--- config.mk ---
export PLATFORM = sky130hd
export DESIGN_NAME = vga_timing_gen
export DESIGN_NICKNAME = d
export VERILOG_FILES = /design/src/rtl/vga_timing_gen.sv
export SDC_FILE = /design/constraint.sdc
export NUM_CORES = 1
export LEC_CHECK = 0
export BUFFER_PORTS_ARGS = -buffer_cell sky130_fd_sc_hd__buf_2
export CAP_MARGIN = 20
export CORE_MARGIN = 5
export CORE_UTILIZATION = 50
export CTS_BUF_LIST = sky130_fd_sc_hd__clkbuf_8
export CTS_CLUSTER_SIZE = 8
export DETAILED_ROUTE_END_ITERATION = 7
export PLACE_DENSITY_LB_ADDON = 0.1
export REMOVE_ABC_BUFFERS = 1
export SYNTH_ARGS = -nofsm -noshare
export SYNTH_HDL_FRONTEND = slang
export SYNTH_SLANG_ARGS = --single-unit
--- constraint.sdc ---
create_clock -name clk -period 3.8 [get_ports clk]
set_input_delay 0.57 -clock clk [delete_from_list [all_inputs] [get_ports clk]]
set_output_delay 0.57 -clock clk [all_outputs]
set_load 0.005 [all_outputs]
--- src/rtl/vga_timing_gen.sv ---
// vga_timing_gen: raster counters with a two-stage registered pipeline.
// Stage 1 issues the RAM read request; stage 2 presents the matching video and sync outputs.
module vga_timing_gen #(
   parameter int H_ACTIVE = 640,
   parameter int H_FP     = 16,
   parameter int H_SYNC   = 96,
   parameter int H_BP     = 48,
   parameter int V_ACTIVE = 480,
   parameter int V_FP     = 10,
   parameter int V_SYNC   = 2,
   parameter int V_BP     = 33,
   parameter bit SYNC_POL = 1'b0
) (
   input  logic       clk,
   input  logic       rst_n,
   input  logic       en,
   output logic       rd_req,
   output logic [9:0] rd_x,
   output logic [9:0] rd_y,
   output logic       hsync,
   output logic       vsync,
   output logic       video_on,
   output logic [9:0] pix_x,
   output logic [9:0] pix_y,
   output logic       line_start,
   output logic       frame_start
);
   localparam int H_TOTAL = H_ACTIVE + H_FP + H_SYNC + H_BP;
   localparam int V_TOTAL = V_ACTIVE + V_FP + V_SYNC + V_BP;
   localparam int H_SS    = H_ACTIVE + H_FP;
   localparam int V_SS    = V_ACTIVE + V_FP;
   logic [9:0] h_cnt, v_cnt;
   logic       hs_raw, vs_raw;
   logic       h_end, v_end, act, h_win, v_win;
   always_comb begin
      h_end = h_cnt == 10'(H_TOTAL - 1);
      v_end = v_cnt == 10'(V_TOTAL - 1);
      act   = h_cnt < 10'(H_ACTIVE) && v_cnt < 10'(V_ACTIVE);
      h_win = h_cnt >= 10'(H_SS) && h_cnt < 10'(H_SS + H_SYNC);
      v_win = v_cnt >= 10'(V_SS) && v_cnt < 10'(V_SS + V_SYNC);
   end
   always_ff @(posedge clk or negedge rst_n)
      if (!rst_n) begin
         h_cnt       <= '0;
         v_cnt       <= '0;
         rd_req      <= 1'b0;
         rd_x        <= '0;
         rd_y        <= '0;
         hs_raw      <= 1'b0;
         vs_raw      <= 1'b0;
         video_on    <= 1'b0;
         pix_x       <= '0;
         pix_y       <= '0;
         hsync       <= ~SYNC_POL;
         vsync       <= ~SYNC_POL;
         line_start  <= 1'b0;
         frame_start <= 1'b0;
      end else if (en) begin
         h_cnt       <= h_end ? '0 : h_cnt + 10'd1;
         v_cnt       <= !h_end ? v_cnt : v_end ? '0 : v_cnt + 10'd1;
         rd_req      <= act;
         rd_x        <= act ? h_cnt : '0;
         rd_y        <= act ? v_cnt : '0;
         hs_raw      <= h_win;
         vs_raw      <= v_win;
         video_on    <= rd_req;
         pix_x       <= rd_x;
         pix_y       <= rd_y;
         hsync       <= hs_raw ? SYNC_POL : ~SYNC_POL;
         vsync       <= vs_raw ? SYNC_POL : ~SYNC_POL;
         line_start  <= rd_req && rd_x == '0;
         frame_start <= rd_req && rd_x == '0 && rd_y == '0;
      end
endmodule

==> results.ini <==
[outcome]
outcome=completed

[setup_path]
cp_top_family=simple AND/OR/NAND/NOR gates
crit_buf_inv=0
worstSetupPathType=flip-flop to flip-flop
end_kind=flip-flop
cp_max_fo=19
cp.arrival_ns=2.12
cp_slowest_cell=and3_1
crit_chain=and4_1, nor2_1, and3_1, a22o_1
worstPathRequired_ns=4.07
start_kind=flip-flop
slowest_delay_ns=0.67

[cells_and_area]
fill_cells=524
syn_to_final_growth_pct=15.97
fin_nets=294
register_area_sq_um=1704
finalInstanceArea_sq_um=3416
n_antenna_cell=0
multi_input_area_sq_um=1120
layout-drive-gt1-share_pct=33.22

[drt]
finalWirelength_microns=5901
routedWlPerCell_microns=16.08
antenna_left=0
firstDrtPassIters=5
vias=1998
drt_iter0_markers=86
drc=0
via_per_inst=5.444

[timing]
report.final.slew_viol_count=0
max_slew_margin_pct=41.10
fin_tns_setup_ns=0
skew_ns=0.01029
setup_viol=0
rsz0062_at_grt=false
tightest_slew_ns=0.8835
clock.fmax_mhz=541.9
fin_crit_sh_pct=48.56
post-route-min-period_ns=1.845
finalHoldViolCount=0

[synth]
synth_top_area_share_pct=56.07
netlist_area_sq_um=2945
synth.top_cells.by_area=dfrtp_1, mux2_2, a22o_1
synth_cells=239
async_flop_share_pct=100.0
synth_edf_count=0
synth_cell_type_count=47
synth_common_cells=dfrtp_1, mux2_2, a22o_1, nand2_1, o21ai_0
yosys_most_used_dff=dfrtp_1
avgSynthCellArea_sq_um=12.32
synth.most_common_cell=dfrtp_1
ys_seq_elements=68
yosys_warnings=0
ys_seq_area_share_pct=57.86
synth_largest_area_cell=dfrtp_1

[floorplanning]
start_util_pct=50.65
io_pins=49
die_w_microns=86.75
die_height_microns=86.75
die-area_sq_um=7526
rows=28
core-area_sq_um=5816

[global_routing]
antenna_found_initial=0
grt_max_degree=41
grt_pass1_vias=1960
grt_pass1_wl_microns=9998
grt_usage_pct=17.22
grt_overflow=0

[place]
place.gp.congestion=0.8127
portBuffers=48
hpwlAfterDp_microns=4028
place_area_sq_um=3214

[cts]
numCtsBuffers=9
cts_max_path_buffers=2
cts_max_level=3
root_buffer=clkbuf_8
path_clk_slew_ns=0.08
postCtsSetupBuffers=0
cts_tree=built
cts.sinks=68
hold_buffers=0
insertion_delay_ns=0.34
cts-resized-gates=0

[run]
drv_cap=0

[power]
ir_worst_vdd_v=0.0003933
p_leak_nw=1.724
p_per_area_nw_per_um2=507.9

[min_path]
hold_class=primary input to asynchronous set/reset pin

-- cell families (layout without fill, tap and decap cells) --
logic type                 count (synthesis)  count (layout)  share of synthesized area (%)
muxes                                     22              22                          8.369
and+or+nand+nor                           72              72                          15.08
AOI/OAI and AO/OA                         38              38                          9.304
xor gates and xnor gates                  12              12                          3.568
buffers and inverters                     23              76                          4.120
adders and majority gates                  4               4                          1.699
DFF                                       68              68                          57.86
-- per-stage QoR --
stage          total power, mW  instances  hold WS [ns]  util (%)  setup WS [ns]
6_report                 1.735        367        0.3311     58.73          1.955
5_1_grt                  1.820        367        0.4135     58.73          1.805
4_1_cts                  1.753        367        0.3689     58.73          1.925
3_5_place_dp             1.151        351        0.4203     55.27          1.638
3_3_place_gp             1.145        351        0.4207     55.27          1.685
2_1_floorplan            1.026        225        0.2744         -          2.130
-- placed cells by master, fill, tap and decap left out, types with 2 or more instances in the layout --
| master | netlist | routed |
|---|---|---|
| nand3_1 | 10 | 10 |
| inv_1 | 8 | 8 |
| dfstp_2 | 2 | 2 |
| buf_4 | 3 | 3 |
| a22o_1 | 18 | 18 |
| clkinvlp_4 | 0 | 2 |
| nor2_1 | 9 | 9 |
| or3_1 | 3 | 3 |
| clkbuf_8 | 1 | 10 |
| and2_2 | 2 | 2 |
| o21ai_0 | 13 | 13 |
| nor4b_1 | 2 | 2 |
| nand2_1 | 13 | 13 |
| nor3_1 | 2 | 2 |
| nand4_1 | 9 | 9 |
| xnor2_1 | 6 | 6 |
| buf_2 | 4 | 48 |
| mux2_2 | 21 | 21 |
| clkinv_2 | 0 | 2 |
| and3_1 | 2 | 2 |
| and4_1 | 4 | 4 |
| ha_1 | 4 | 4 |
| nor4_1 | 4 | 4 |
| xor2_1 | 6 | 6 |
| a21oi_1 | 2 | 2 |
| dfrtp_1 | 66 | 66 |
-- power by group --
group	internal [mW]	switching [mW]	leakage [nW]
registers	0.803	0.0925	0.911
logic	0.125	0.115	0.714
clock network	0.319	0.280	0.0983
-- final timing paths --
check,start,end,slack (ns),cells after the start
max,v_cnt[5],rd_y[3],1.95,4
min,rst_n,pix_x[4],0.33,1
max reg2reg,v_cnt[5],rd_y[3],1.95,4
min reg2reg,hs_raw,hsync,0.43,1
max in group asynchronous,rst_n,vsync,2.52,2
min in group clk,hs_raw,hsync,0.43,1
-- final cells by class --
class                           instances  share of cell area (%)
Clock buffer                           10                   4.029
Clock inverter                          6                   1.868
Inverter                                9                  0.9890
Multi-Input combinational cell        148                   32.78
Sequential cell                        68                   49.89
Tap cell                               75                   2.747
Timing Repair Buffer                   51                   7.692
-- worst reg2reg max path: stages (launching register included) --
cell and delay, ns:
dfrtp_1 0.46, and4_1 0.25, nor2_1 0.17, and3_1 0.67
a22o_1 0.22
-- state kept, by name, summed over array words and instances (netlist names) --
name and flops:
h_cnt 10, pix_x 10, pix_y 10, rd_x 10, rd_y 10, v_cnt 10, frame_start 1, hs_raw 1
hsync 1, line_start 1, rd_req 1, video_on 1, vs_raw 1, vsync 1
-- per-layer routing --
layer | routed length (microns) | vias to the layer above | global-route usage, %
met2 | 2691 | 42 | 25.87
li1 | - | 960 | -
met5 | 0 | - | 0
met1 | 2846 | 989 | 24.16
met3 | 265 | 7 | 4.087
met4 | 98 | 0 | 6.799
No activity file was read; power rests on OpenSTA's default activity.
